<file path="src/rtl/downscale_pkg.sv">
`default_nettype none
// ============================================================================
// Module  : downscale_pkg
// Purpose : Shared types and constants for the bilinear downscaler and its
//           hardware step sequencer.
// Revision: 1.0 - initial release
// ============================================================================
package downscale_pkg;

    localparam int unsigned c_CNT_W_DEFAULT       = 16;
    localparam int unsigned c_TMO_W_DEFAULT       = 16;
    localparam int unsigned c_TIMEOUT_CYC_DEFAULT = 1024;

    // Q8.8 scale factors as consumed by the scaler core.
    localparam int unsigned c_SCALE_FRAC_BITS = 8;
    localparam logic [15:0] c_SCALE_ONE       = 16'h0100;
    localparam logic [15:0] c_SCALE_HALF      = 16'h0080;
    localparam logic [15:0] c_SCALE_MAX       = 16'hFFFF;

    typedef enum logic [1:0] {
        IDLE = 2'd0,
        REQ  = 2'd1,
        REL  = 2'd2,
        ERR  = 2'd3
    } step_seq_state_t;

    function automatic logic seq_is_busy(input step_seq_state_t s);
        return (s == REQ) || (s == REL);
    endfunction

endpackage
`default_nettype wire

</file>
<file path="src/rtl/hs_timeout_timer.sv">
`default_nettype none
// ============================================================================
// Module  : hs_timeout_timer
// Purpose : Per-phase stall timer; expires when the count reaches limit-1,
//           a limit of zero disables it entirely.
// Revision: 1.0 - initial release
// ============================================================================
module hs_timeout_timer #(
    parameter int unsigned TMO_W = 16
) (
    input  logic             clk,
    input  logic             rst,
    input  logic             clear_i,
    input  logic             enable_i,
    input  logic [TMO_W-1:0] limit_i,
    output logic             expired_o
);

    logic [TMO_W-1:0] count_q;
    logic [TMO_W-1:0] count_d;
    logic             w_armed;
    logic [TMO_W-1:0] w_last;

    assign w_armed = (limit_i != '0);
    assign w_last  = limit_i - TMO_W'(1);

    // Holds at the last value so the expiry stays visible until cleared.
    always_comb begin
        count_d = count_q;
        if (clear_i) begin
            count_d = '0;
        end else if (enable_i && w_armed && (count_q != w_last)) begin
            count_d = count_q + TMO_W'(1);
        end
    end

    always_ff @(posedge clk) begin
        if (rst) begin
            count_q <= '0;
        end else begin
            count_q <= count_d;
        end
    end

    assign expired_o = enable_i && w_armed && (count_q == w_last);

endmodule
`default_nettype wire

</file>
<file path="src/rtl/downscale_step_sequencer.sv">
`default_nettype none
// ============================================================================
// Module  : downscale_step_sequencer
// Purpose : Drives the scaler core's four-phase STEP/STEP_ACK handshake for
//           N steps or until core_done, counting steps and flagging stalls.
// Revision: 1.0 - initial release
// ============================================================================
module downscale_step_sequencer
    import downscale_pkg::*;
#(
    parameter int unsigned CNT_W       = c_CNT_W_DEFAULT,
    parameter int unsigned TMO_W       = c_TMO_W_DEFAULT,
    parameter int unsigned TIMEOUT_CYC = c_TIMEOUT_CYC_DEFAULT
) (
    input  logic             clk,
    input  logic             rst,
    input  logic             cfg_step_mode,
    input  logic             cmd_valid,
    output logic             cmd_ready,
    input  logic [CNT_W-1:0] cmd_count,
    input  logic             cmd_abort,
    input  logic             clear_err,
    output logic             step_mode,
    output logic             step,
    input  logic             step_ack,
    input  logic             core_done,
    output logic             seq_busy,
    output logic             seq_done,
    output logic [CNT_W-1:0] steps_issued,
    output logic             timeout_err
);

    localparam logic [TMO_W-1:0] c_TMO_LIMIT = TMO_W'(TIMEOUT_CYC);
    localparam logic [CNT_W-1:0] c_CNT_MAX   = '1;

    step_seq_state_t  state_q;
    step_seq_state_t  state_d;
    logic             step_q;
    logic             step_d;
    logic             step_mode_q;
    logic             seq_done_q;
    logic             seq_done_d;
    logic [CNT_W-1:0] steps_issued_q;
    logic [CNT_W-1:0] steps_issued_d;
    logic             timeout_err_q;
    logic             timeout_err_d;
    logic [CNT_W-1:0] remaining_q;
    logic [CNT_W-1:0] remaining_d;
    logic             until_done_q;
    logic             until_done_d;
    logic             abort_q;
    logic             abort_d;

    logic             w_accept;
    logic             w_busy;
    logic             w_tmo_expired;
    logic             w_tmo_clear;
    logic             w_cmd_end;

    assign w_busy    = seq_is_busy(state_q);
    assign cmd_ready = (state_q == IDLE) && step_mode_q && !timeout_err_q;
    assign w_accept  = cmd_valid && cmd_ready;

    // The phase timer restarts on every state change.
    assign w_tmo_clear = (state_d != state_q);

    hs_timeout_timer #(
        .TMO_W (TMO_W)
    ) u_timer (
        .clk       (clk),
        .rst       (rst),
        .clear_i   (w_tmo_clear),
        .enable_i  (w_busy),
        .limit_i   (c_TMO_LIMIT),
        .expired_o (w_tmo_expired)
    );

    always_comb begin
        state_d        = state_q;
        step_d         = step_q;
        seq_done_d     = 1'b0;
        steps_issued_d = steps_issued_q;
        timeout_err_d  = timeout_err_q;
        remaining_d    = remaining_q;
        until_done_d   = until_done_q;
        abort_d        = abort_q | (cmd_abort && (state_q != IDLE));
        w_cmd_end      = 1'b0;

        case (state_q)
            IDLE: begin
                if (w_accept) begin
                    remaining_d    = cmd_count;
                    until_done_d   = (cmd_count == '0);
                    steps_issued_d = '0;
                    abort_d        = 1'b0;
                    if (core_done) begin
                        seq_done_d = 1'b1;
                    end else begin
                        state_d = REQ;
                        step_d  = 1'b1;
                    end
                end
            end

            REQ: begin
                if (step_ack) begin
                    step_d  = 1'b0;
                    state_d = REL;
                end else if (w_tmo_expired) begin
                    step_d        = 1'b0;
                    timeout_err_d = 1'b1;
                    seq_done_d    = 1'b1;
                    state_d       = ERR;
                end
            end

            REL: begin
                if (!step_ack) begin
                    if (steps_issued_q != c_CNT_MAX) begin
                        steps_issued_d = steps_issued_q + CNT_W'(1);
                    end
                    if (!until_done_q) begin
                        remaining_d = remaining_q - CNT_W'(1);
                    end
                    // An abort arriving in this very cycle is honoured too.
                    w_cmd_end = (!until_done_q && (remaining_q == CNT_W'(1)))
                              || core_done || abort_q || cmd_abort;
                    if (w_cmd_end) begin
                        seq_done_d = 1'b1;
                        state_d    = IDLE;
                    end else begin
                        step_d  = 1'b1;
                        state_d = REQ;
                    end
                end else if (w_tmo_expired) begin
                    timeout_err_d = 1'b1;
                    seq_done_d    = 1'b1;
                    state_d       = ERR;
                end
            end

            ERR: begin
                step_d = 1'b0;
                if (clear_err) begin
                    timeout_err_d = 1'b0;
                    state_d       = IDLE;
                end
            end

            default: begin
                step_d  = 1'b0;
                state_d = IDLE;
            end
        endcase
    end

    always_ff @(posedge clk) begin
        if (rst) begin
            state_q        <= IDLE;
            step_q         <= 1'b0;
            step_mode_q    <= 1'b0;
            seq_done_q     <= 1'b0;
            steps_issued_q <= '0;
            timeout_err_q  <= 1'b0;
            remaining_q    <= '0;
            until_done_q   <= 1'b0;
            abort_q        <= 1'b0;
        end else begin
            state_q        <= state_d;
            step_q         <= step_d;
            step_mode_q    <= cfg_step_mode;
            seq_done_q     <= seq_done_d;
            steps_issued_q <= steps_issued_d;
            timeout_err_q  <= timeout_err_d;
            remaining_q    <= remaining_d;
            until_done_q   <= until_done_d;
            abort_q        <= abort_d;
        end
    end

    assign step         = step_q;
    assign step_mode    = step_mode_q;
    assign seq_busy     = w_busy;
    assign seq_done     = seq_done_q;
    assign steps_issued = steps_issued_q;
    assign timeout_err  = timeout_err_q;

endmodule
`default_nettype wire

</file>
<file path="config.mk">
export PLATFORM = sky130hd
export DESIGN_NAME = downscale_step_sequencer
export DESIGN_NICKNAME = d
export VERILOG_FILES = /design/src/rtl/downscale_pkg.sv /design/src/rtl/hs_timeout_timer.sv /design/src/rtl/downscale_step_sequencer.sv
export SDC_FILE = /design/constraint.sdc
export NUM_CORES = 1
export LEC_CHECK = 0
export ABC_AREA = 1
export CAP_MARGIN = 40
export CORE_UTILIZATION = 58
export CTS_CLUSTER_SIZE = 40
export DETAILED_ROUTE_END_ITERATION = 10
export DONT_BUFFER_PORTS = 1
export MAX_ROUTING_LAYER = met4
export PLACE_DENSITY = 0.76
export SETUP_SLACK_MARGIN = 0.02
export SYNTH_ARGS = -nofsm -noshare
export SYNTH_HDL_FRONTEND = slang
export SYNTH_SLANG_ARGS = --single-unit
</file>
<file path="constraint.sdc">
create_clock -name clk -period 2 [get_ports clk]
set_clock_uncertainty 0.05 [all_clocks]
set_input_delay 0.2 -clock clk [delete_from_list [all_inputs] [get_ports clk]]
set_output_delay 0.2 -clock clk [all_outputs]
set_load 0.02 [all_outputs]
</file>
==> impl_metrics.env, run 1 <==
export IMPL_placeableCoreArea_mm2=0.00564
export IMPL_grt_pass1_vias=3030
export IMPL_via_per_inst=5.28
export IMPL_dp_hpwl_um=6040
export IMPL_timing_hold_ws_ps=40.7
export IMPL_min_path_type="in2reg"
export IMPL_routed_via_count=3317
export IMPL_final_common_cell="nand2_1"
export IMPL_power_density_mw_per_mm2=1390
export IMPL_finalHoldViolCount=0
export IMPL_max_vdd_ir_drop_mv=0.851
export IMPL_die_w_um=79.3
export IMPL_syn_mean_instance_area_um2=6.69
export IMPL_cts_root_buffer="clkbuf_8"
export IMPL_place_area_mm2=0.00375
export IMPL_die_h_um=79.3
export IMPL_crit_type="reg2reg"
export IMPL_synth_distinct_cells=35
export IMPL_num_antenna_cells=0
export IMPL_crit_buf_inv=2
export IMPL_fmax_ghz=0.526
export IMPL_cp_slowest_stage_delay_ps=360
export IMPL_clk_pin_slew_ps=110
export IMPL_mostFrequentLayoutCells="113 x nand2_1, 69 x nor2_1, 58 x inv_1"
export IMPL_arrival_ps=2110
export IMPL_floorplan_rows=27
export IMPL_grt_overflow=0
export IMPL_fin_area_mm2=0.00402
export IMPL_power_leakage_nw=1.66
export IMPL_avgRoutedWirePerCell_um=12.9
export IMPL_clockBufferDepth=2
export IMPL_drt_total_wl_um=8110
export IMPL_layout_min_cycle_time_ps=1900
export IMPL_relSlewSlack_pct=42.0
export IMPL_grt_usage_pct=27.4
export IMPL_ant_nets=0
export IMPL_syn_cell_area_mm2=0.00347
export IMPL_ys_warn_count=0
export IMPL_first_pass_iters=4
export IMPL_drt_iter0_markers=195
export IMPL_numCtsBuffers=5
export IMPL_pre_cts_ws_ps=10.8
export IMPL_maxCapViolCount=0
export IMPL_drive_gt1_share_pct=19.2
export IMPL_crit_family="simple AND/OR/NAND/NOR gates"
export IMPL_setup_viol=0
export IMPL_crit_required_ps=2210
export IMPL_syn2layout_area_growth_pct=15.8
export IMPL_slowest_stage="dfxtp_2"
export IMPL_cts_tree="built"
export IMPL_synth_nets=551
export IMPL_antenna_found_initial=0
export IMPL_num_nets_final=588
export IMPL_initial_core_util_pct=61.4
export IMPL_grt_max_degree=21
export IMPL_status="finished clean"
export IMPL_seq_area_frac_synth_pct=32.3
export IMPL_maxSlewViolCount=0
export IMPL_cp_max_fo=7
export IMPL_ys_seq_elements=56
export IMPL_startpoint_type="flop"
export IMPL_drc=0
export IMPL_cts_max_level=2
export IMPL_tightest_slew_ps=868
export IMPL_postLayoutCoreUtil_pct=71.2
export IMPL_die_area_mm2=0.00629
export IMPL_setup_slack_ps=98.0
export IMPL_io_pin_count=46
export IMPL_rsz0062_at_grt="yes"
export IMPL_clk_latency_ps=320
export IMPL_fin_crit_sh_pct=95.1
export IMPL_cp_end_kind="flop"
export IMPL_syn_inst=518
export IMPL_crit_path_cell_trace="buf_4 > ha_1 > nand2_1 > nand3_1 > a21oi_2 > nand3_1 > nand2_2 > nor2_2 > nor2_2 > nand2_4 > buf_12 > nor2_1"
export IMPL_clock_sinks=56
export IMPL_reg2reg_slack_ps=100
export IMPL_portBuffers=0
export IMPL_gp_congestion=0.964
export IMPL_grt_pass1_wl_um=13300
==> what timing repair did <==
action | CTS | global route
hold buffers | 4 | 0
gates resized for setup | 4 | 28
endpoints found under the setup margin | 24 | 42
endpoints found under the hold margin | 21 | 0
pin swaps | 0 | 7
setup buffers | 0 | 7
==> power breakdown <==
| part | internal [W] | total, W | switching (W) |
|---|---|---|---|
| clock | 0.000257 | 0.000680 | 0.000423 |
| combinational | 0.00125 | 0.00334 | 0.00210 |
| sequential | 0.00132 | 0.00154 | 0.000215 |
==> worst reg2reg max path: stages, from the launching register on <==
cell     delay [ps]
dfxtp_2         360
buf_4           160
ha_1            210
nand2_1         110
nand3_1         110
a21oi_2         160
nand3_1         110
nand2_2          90
nor2_2           50
nor2_2          120
nand2_4          90
buf_12          150
nor2_1           90
==> routing by layer <==
layer	up-vias	GRT usage, %	share of wire [%]
met2	90	46.8	49
met5	-	-	0
li1	1726	-	-
met1	1490	32.1	44
met4	0	8.36	1.4
met3	11	5.75	5.5
==> flip-flops by register name, summed over array words and instances (netlist names) <==
signal / count
u_timer.count_q: 16
step_mode: 1
until_done_q: 1
state_q: 2
seq_done: 1
steps_issued: 16
remaining_q: 16
timeout_err: 1
abort_q: 1
step: 1
==> final cells by class <==
cell class	count	area [µm²]
multi-input cells	387	2110
fillers	483	1630
flip-flops and latches	56	1130
repair buffers	40	335
inverters	65	253
well taps	72	90.1
clock buffers	5	68.8
clock inverters	3	25.0
==> stage by stage <==
step	TNS (ps)	std cells	total power, W
after detailed placement	0	609	0.00462
after floorplan	0	518	0.00387
after CTS	0	621	0.00533
final	0	628	0.00556
after global placement	0	609	0.00454
after global routing	-2.80	628	0.00603
==> worst paths after layout <==
kind,from,endpoint,depth (start not counted)
min reg2reg,remaining_q[14],remaining_q[14],2
min,cmd_abort,abort_q,2
max reg2reg,state_q[0],u_timer.count_q[6],12
max,state_q[0],u_timer.count_q[6],12
==> synthesized netlist by cell type <==
cell / count / area share (%)
nor3_2: 1 / 0.29
clkinv_1: 2 / 0.22
nand4_2: 1 / 0.36
buf_2: 4 / 0.58
o211ai_1: 1 / 0.22
inv_1: 62 / 6.7
nor2_2: 5 / 0.90
buf_4: 1 / 0.22
nand2_4: 2 / 0.65
nand4_1: 5 / 0.90
a22oi_1: 1 / 0.22
o21ai_1: 2 / 0.29
ha_1: 9 / 3.2
a21oi_1: 32 / 4.6
nor3_1: 18 / 2.6
xnor2_1: 7 / 1.8
nand2_1: 117 / 13
inv_2: 1 / 0.11
o31ai_1: 3 / 0.65
xor2_1: 14 / 3.5
o21ai_0: 26 / 3.8
nand3_2: 3 / 0.87
a21boi_0: 1 / 0.22
buf_12: 1 / 0.58
dfxtp_1: 56 / 32
nor4_1: 4 / 0.72
nand3b_1: 3 / 0.65
nand2_2: 10 / 1.8
a221oi_1: 1 / 0.25
nor2_4: 15 / 4.9
nor2_1: 75 / 8.1
a211oi_1: 1 / 0.22
a31oi_1: 2 / 0.36
clkbuf_1: 4 / 0.43
nand3_1: 28 / 4.0
==> logic make-up after synthesis <==
logic type / count (synthesis) / share of synthesized area (%)
simple gates: 287 / 39.5
buf+inv: 75 / 8.84
compound gates: 70 / 10.8
flops: 56 / 32.3
xor+xnor: 21 / 5.31
fa+ha+maj: 9 / 3.25
(Power assumes the default switching activity.)
==> run 2: changes to the inputs <==
CORE_UTILIZATION = 59   (was 58)
PLACE_DENSITY = 0.78   (was 0.76)
SYNTH_HIERARCHICAL = 1   (was unset)
==> run 2 against run 1 <==
The flow now finishes with violations (setup timing); non-clock buffer count increased by 34; sequential share of layout area decreased by 8.0 points; first-iteration DRC count increased by 29%; wire length increased by 48%; clock-buffer cell count unchanged; register-to-register slack got worse by 350 ps; design area increased by 40%; worst hold slack improved by 3.4 ps; largest cell class unchanged; largest power group unchanged.
==> impl_metrics.env, run 2 <==
export IMPL_status="finished with violations"
export IMPL_violations="setup timing"
export IMPL_rsz0062_at_grt="yes"
export IMPL_floorplan_rows=31
export IMPL_hold_start="cmd_count[5]"
export IMPL_fin_crit_sh_pct=113
export IMPL_power_leakage_nw=2.54
export IMPL_timing_hold_ws_ps=44.1
export IMPL_grt_overflow=0
export IMPL_drive_gt1_share_pct=19.6
export IMPL_mostFrequentLayoutCells="192 x nand2_1, 110 x nor2_1, 83 x inv_1"
export IMPL_numCtsBuffers=5
export IMPL_crit_type="reg2reg"
export IMPL_synth_flop_cell="dfxtp_1"
export IMPL_min_path_type="in2reg"
export IMPL_clk_latency_ps=330
export IMPL_cts_root_buffer="clkbuf_8"
export IMPL_power_density_mw_per_mm2=699
export IMPL_die_h_um=89.3
export IMPL_placeableCoreArea_mm2=0.00729
export IMPL_ant_nets=0
export IMPL_ys_warn_count=6
export IMPL_syn_mean_instance_area_um2=6.00
export IMPL_synth_most_common_cell="nand2_1"
export IMPL_regArea_mm2=0.00113
export IMPL_r2r_start="u_timer/count_q[11]"
export IMPL_antenna_found_initial=0
export IMPL_grt_max_degree=27
export IMPL_stdcell_count=965
export IMPL_layout_min_cycle_time_ps=2250
export IMPL_via_per_inst=5.21
export IMPL_p_total_w=0.00394
export IMPL_cts_tree="built"
export IMPL_synthTopCellsByArea="dfxtp_1 25%, nand2_1 17%, nor2_1 9.8%"
export IMPL_fin_setup_tns_ps=-3770
export IMPL_yosys_area_top_type="dfxtp_1"
export IMPL_initial_core_util_pct=61.7
export IMPL_relSlewSlack_pct=38.4
export IMPL_portBuffers=0
export IMPL_cp_max_fo=8
export IMPL_drt_total_wl_um=12000
export IMPL_setup_slack_ps=-250
export IMPL_drc=0
export IMPL_pre_cts_ws_ps=-424
export IMPL_reg2reg_slack_ps=-250
export IMPL_finalHoldViolCount=0
export IMPL_hold_depth=4
export IMPL_dp_cells=937
export IMPL_maxSlewViolCount=0
export IMPL_grt_pass1_vias=4537
export IMPL_fmax_ghz=0.444
export IMPL_cts_max_level=2
export IMPL_cp_end_kind="flop"
export IMPL_synth_distinct_cells=42
export IMPL_grt_usage_pct=31.3
export IMPL_die_w_um=89.3
export IMPL_syn2layout_area_growth_pct=25.2
export IMPL_io_pin_count=46
export IMPL_clockBufferDepth=2
export IMPL_final_common_cell="nand2_1"
export IMPL_synth_edf_count=0
export IMPL_die_area_mm2=0.00797
export IMPL_whs_endpoint="remaining_q[5]"
export IMPL_setup_viol=16
export IMPL_first_pass_iters=5
export IMPL_max_vdd_ir_drop_mv=0.388
export IMPL_synth_common_cells="198 x nand2_1, 117 x nor2_1, 89 x inv_1, 78 x nand3_1, 56 x dfxtp_1"
export IMPL_syn_inst=749
export IMPL_num_nets_final=899
export IMPL_syn_cell_area_mm2=0.00450
export IMPL_ys_seq_elements=56
export IMPL_startpoint_type="flop"
export IMPL_worstRegToRegCells=18
export IMPL_avgRoutedWirePerCell_um=12.5
export IMPL_routed_via_count=5028
export IMPL_multi_input_area_mm2=0.00329
export IMPL_synthArstFlopShare_pct=0
export IMPL_synth_top_area_share_pct=24.9
export IMPL_timing_rr_end="u_timer/count_q[7]"
export IMPL_nFillCells=612
export IMPL_grt_pass1_wl_um=19200
export IMPL_num_antenna_cells=0
export IMPL_gp_congestion=0.974
export IMPL_clk_pin_slew_ps=110
export IMPL_crit_required_ps=2220
export IMPL_drt_iter0_markers=251
export IMPL_maxCapViolCount=0
export IMPL_clock_sinks=56
export IMPL_seq_area_frac_synth_pct=24.9
export IMPL_dp_hpwl_um=8690
export IMPL_tightest_slew_ps=921
export IMPL_arrival_ps=2470
-- run 2: kinds of logic (layout without fill, tap and decap cells) --
logic type      after synthesis  after routing  synth area share, %
buf+inv                     111            176                 10.2
compound gates               81             81                 10.3
flops                        56             56                 24.9
fa+ha+maj                    10             10                 2.78
xor+xnor                     27             27                 5.57
other cells                   2             54                0.167
simple gates                461            461                 45.8
mux                           1              1                0.223
-- run 2: power breakdown --
part | switching [W] | internal, W
logic | 0.00115 | 0.000672
clock network | 0.000414 | 0.000378
registers | 0.000108 | 0.00122
-- run 2: worst max-delay path by stage --
| stage | slack (ps) | to | depth (start not counted) | startpoint |
|---|---|---|---|---|
| finish | -250 | u_timer/count_q[7] | 18 | u_timer/count_q[11] |
| detailed placement | -420 | u_timer/count_q[10] | 19 | u_timer/count_q[5] |
| global route | -410 | u_timer/count_q[8] | 19 | u_timer/count_q[3] |
| CTS | -230 | u_timer/count_q[12] | 19 | u_timer/count_q[8] |
| floorplan | -190 | u_timer/count_q[0] | 21 | u_timer/count_q[4] |
| global placement | -260 | u_timer/count_q[12] | 19 | u_timer/count_q[5] |
-- run 2: metal layers --
| layer | global-route usage (%) | vias up | part of all wire [%] |
|---|---|---|---|
| li1 | - | 2562 | - |
| met1 | 35.0 | 2256 | 41 |
| met2 | 56.2 | 178 | 51 |
| met3 | 4.25 | 32 | 5.9 |
| met4 | 12.4 | 0 | 2.3 |
| met5 | - | - | 0 |
-- run 2: critical path, cell delays in order (launching register included) --
cell	delay (ps)
dfxtp_1	360
xor2_1	290
nand2_1	120
nand3_2	100
nor2_4	50
nand2_1	80
nor2_2	50
nand2_4	70
nor2_4	50
o21ai_2	130
nand3_1	90
nand2_1	90
nand3_1	80
nand2_1	90
nand3_2	90
nor2_4	110
buf_6	130
inv_8	50
a21oi_2	110
-- run 2: through the flow --
stage	util [%]	instance area (µm²)
after floorplan	-	4730
after global placement	70.7	5150
after detailed placement	70.7	5150
after CTS	74.1	5400
after global routing	77.2	5630
final	77.2	5630
-- run 2: cell type report --
class | count | share of cell area, %
Inverter | 93 | 6.49
Sequential cell | 56 | 20.2
Clock inverter | 3 | 0.844
Timing Repair Buffer | 74 | 10.5
Tap cell | 99 | 2.20
Timing Repair inverter | 1 | 0.200
Multi-Input combinational cell | 634 | 58.4
Clock buffer | 5 | 1.22
-- run 2: timing repair --
action	4_1_cts	5_1_grt
endpoints found under the setup margin	22	42
pin swaps	12	23
gates cloned	1	1
hold buffers	3	0
endpoints found under the hold margin	23	0
gates resized for setup	19	42
buffers inserted	5	10
==> run 3: changes to the inputs <==
CORE_UTILIZATION = 60   (was 59)
CTS_BUF_LIST = sky130_fd_sc_hd__clkbuf_4   (was unset)
PLACE_DENSITY = 0.79   (was 0.78)
==> run 3 against run 2 <==
Register-to-register slack got worse by 70 ps; highest routed layer unchanged; worst hold slack got worse by 27 ps; sequential power about the same; via count increased by 0.38%; clock-buffer cell count unchanged; maximum frequency decreased by 3.0%; largest power group unchanged; the run still ends with setup timing left; critical path depth increased by 1; critical path type unchanged; critical endpoint is now u_timer/count_q[13].
==> impl_metrics.env, run 3 (same netlist as run 2, synthesis figures left out) <==
export IMPL_cp_max_fo=16
export IMPL_crit_path_cell_trace="inv_1 > nor2_2 > o21ai_1 > nand2_1 > nand3_1 > nor2_1 > nand2_1 > nor2_2 > nand2_4 > nor2_4 > nand2_1 > nand2_1 > a21oi_2 > nand2_1 > nand3_1 > nand3_1 > nor2_2 > inv_4 > a21oi_1"
export IMPL_postLayoutCoreUtil_pct=77.5
export IMPL_crit_end="u_timer/count_q[13]"
export IMPL_crit_type="reg2reg"
export IMPL_arrival_ps=2570
export IMPL_crit_top_cell="nand2_1"
export IMPL_p_total_w=0.00375
export IMPL_cts_max_level=2
export IMPL_crit_required_ps=2250
export IMPL_layout_min_cycle_time_ps=2320
export IMPL_via_per_inst=5.19
export IMPL_numCtsBuffers=5
export IMPL_p_int_w=0.00213
export IMPL_num_nets_final=907
export IMPL_clk_latency_ps=390
export IMPL_startpoint_type="flop"
export IMPL_grt_max_degree=27
export IMPL_fmax_ghz=0.431
export IMPL_power_leakage_nw=2.54
export IMPL_min_path_type="in2reg"
export IMPL_drt_iter0_markers=271
export IMPL_rsz0062_at_grt="yes"
export IMPL_grt_pass1_wl_um=19000
export IMPL_slowest_stage="dfxtp_2"
export IMPL_clk_pin_slew_ps=170
export IMPL_routed_via_count=5047
export IMPL_syn2layout_area_growth_pct=25.0
export IMPL_fin_setup_tns_ps=-4730
export IMPL_clockBufferDepth=2
export IMPL_timing_hold_ws_ps=17.3
export IMPL_cp_end_kind="flop"
export IMPL_cp_slowest_stage_delay_ps=360
export IMPL_num_antenna_cells=0
export IMPL_maxSlewViolCount=0
export IMPL_cts_tree="built"
export IMPL_final_common_cell="nand2_1"
export IMPL_placeableCoreArea_mm2=0.00725
export IMPL_maxCapViolCount=0
export IMPL_grt_usage_pct=31.1
export IMPL_setup_slack_ps=-320
export IMPL_floorplan_rows=31
export IMPL_setup_viol=16
export IMPL_drc=0
export IMPL_r2r_start="u_timer/count_q[5]"
export IMPL_max_vdd_ir_drop_mv=0.324
export IMPL_io_pin_count=46
export IMPL_die_area_mm2=0.00784
export IMPL_ant_nets=0
export IMPL_gp_congestion=0.995
export IMPL_drt_total_wl_um=12000
export IMPL_switching_share_pct=43.1
export IMPL_worstRegToRegCells=19
export IMPL_violations="setup timing"
export IMPL_relSlewSlack_pct=33.7
export IMPL_power_density_mw_per_mm2=666
export IMPL_clkPwrFrac_pct=17.5
export IMPL_finalHoldViolCount=0
export IMPL_portBuffers=0
export IMPL_startpoint="u_timer/count_q[5]"
export IMPL_antenna_found_initial=0
export IMPL_drive_gt1_share_pct=17.2
export IMPL_fin_crit_sh_pct=116
export IMPL_dp_hpwl_um=8580
export IMPL_combPwrFrac_pct=47.1
export IMPL_timing_rr_end="u_timer/count_q[13]"
export IMPL_initial_core_util_pct=62.0
export IMPL_die_h_um=88.6
export IMPL_mostFrequentLayoutCells="195 x nand2_1, 109 x nor2_1, 84 x inv_1"
export IMPL_tightest_slew_ps=991
export IMPL_status="finished with violations"
export IMPL_reg2reg_slack_ps=-320
export IMPL_avgRoutedWirePerCell_um=12.4
export IMPL_die_w_um=88.6
export IMPL_p_seq_share_pct=35.4
export IMPL_clock_sinks=56
export IMPL_switchingPower_w=0.00161
export IMPL_cts_root_buffer="clkbuf_4"
export IMPL_grt_overflow=0
export IMPL_first_pass_iters=5
export IMPL_grt_pass1_vias=4594
run 3: cell type report:
class | count | area (µm²)
fill | 578 | 1630
clock buffer | 5 | 37.5
timing repair buffer | 83 | 709
clock inverter | 3 | 46.3
multi-input combinational | 634 | 3220
tap | 99 | 124
sequential | 56 | 1130
inverter | 93 | 355
run 3: timing repair:
action                     CTS  global route
setup endpoints to repair   16            48
gates cloned                 0             1
resized for setup            3            36
pin swaps                    0            10
hold buffers                20             0
buffers inserted             0             8
hold endpoints to repair    27             0
run 3: per-stage QoR:
stage | setup slack [ps] | instance area, µm² | std cells
floorplan | -189 | 4730 | 801
global placement | -216 | 5150 | 936
detailed placement | -338 | 5150 | 936
CTS | -250 | 5440 | 964
global route | -478 | 5620 | 973
finish | -320 | 5620 | 973
run 3: critical path, delay by kind of cell, from the launching register on:
family                 cells  cell delay (ps)
buffers and inverters      2              250
AOI/OAI and AO/OA          3              220
DFF                        1              360
and+or+nand+nor           14             1350
run 3: metal layers:
layer | vias up | GRT usage, % | wire, µm
li1 | 2579 | - | -
met2 | 180 | 58.5 | 6240
met3 | 37 | 4.76 | 688
met5 | - | - | 0
met1 | 2251 | 32.5 | 4800
met4 | 0 | 11.6 | 295
run 3: power groups by stage:
stage               Combinational, W  Clock [W]  Sequential [W]
CTS                          0.00160   0.000676         0.00132
detailed placement           0.00154          0         0.00134
finish                       0.00176   0.000655         0.00133
global route                 0.00197   0.000704         0.00134
floorplan                    0.00120          0         0.00134
global placement             0.00149          0         0.00134
run 3: how the worst min path moves through the flow:
stage | start | endpoint | slack, ps | cells after the start
6_report | cmd_count[11] | remaining_q[11] | 20 | 4
5_1_grt | cmd_count[13] | remaining_q[13] | 2 | 4
4_1_cts | cmd_count[8] | remaining_q[8] | 1 | 4
3_5_place_dp | rst | remaining_q[4] | 230 | 1
3_3_place_gp | rst | remaining_q[7] | 220 | 1
2_1_floorplan | rst | remaining_q[13] | 220 | 1
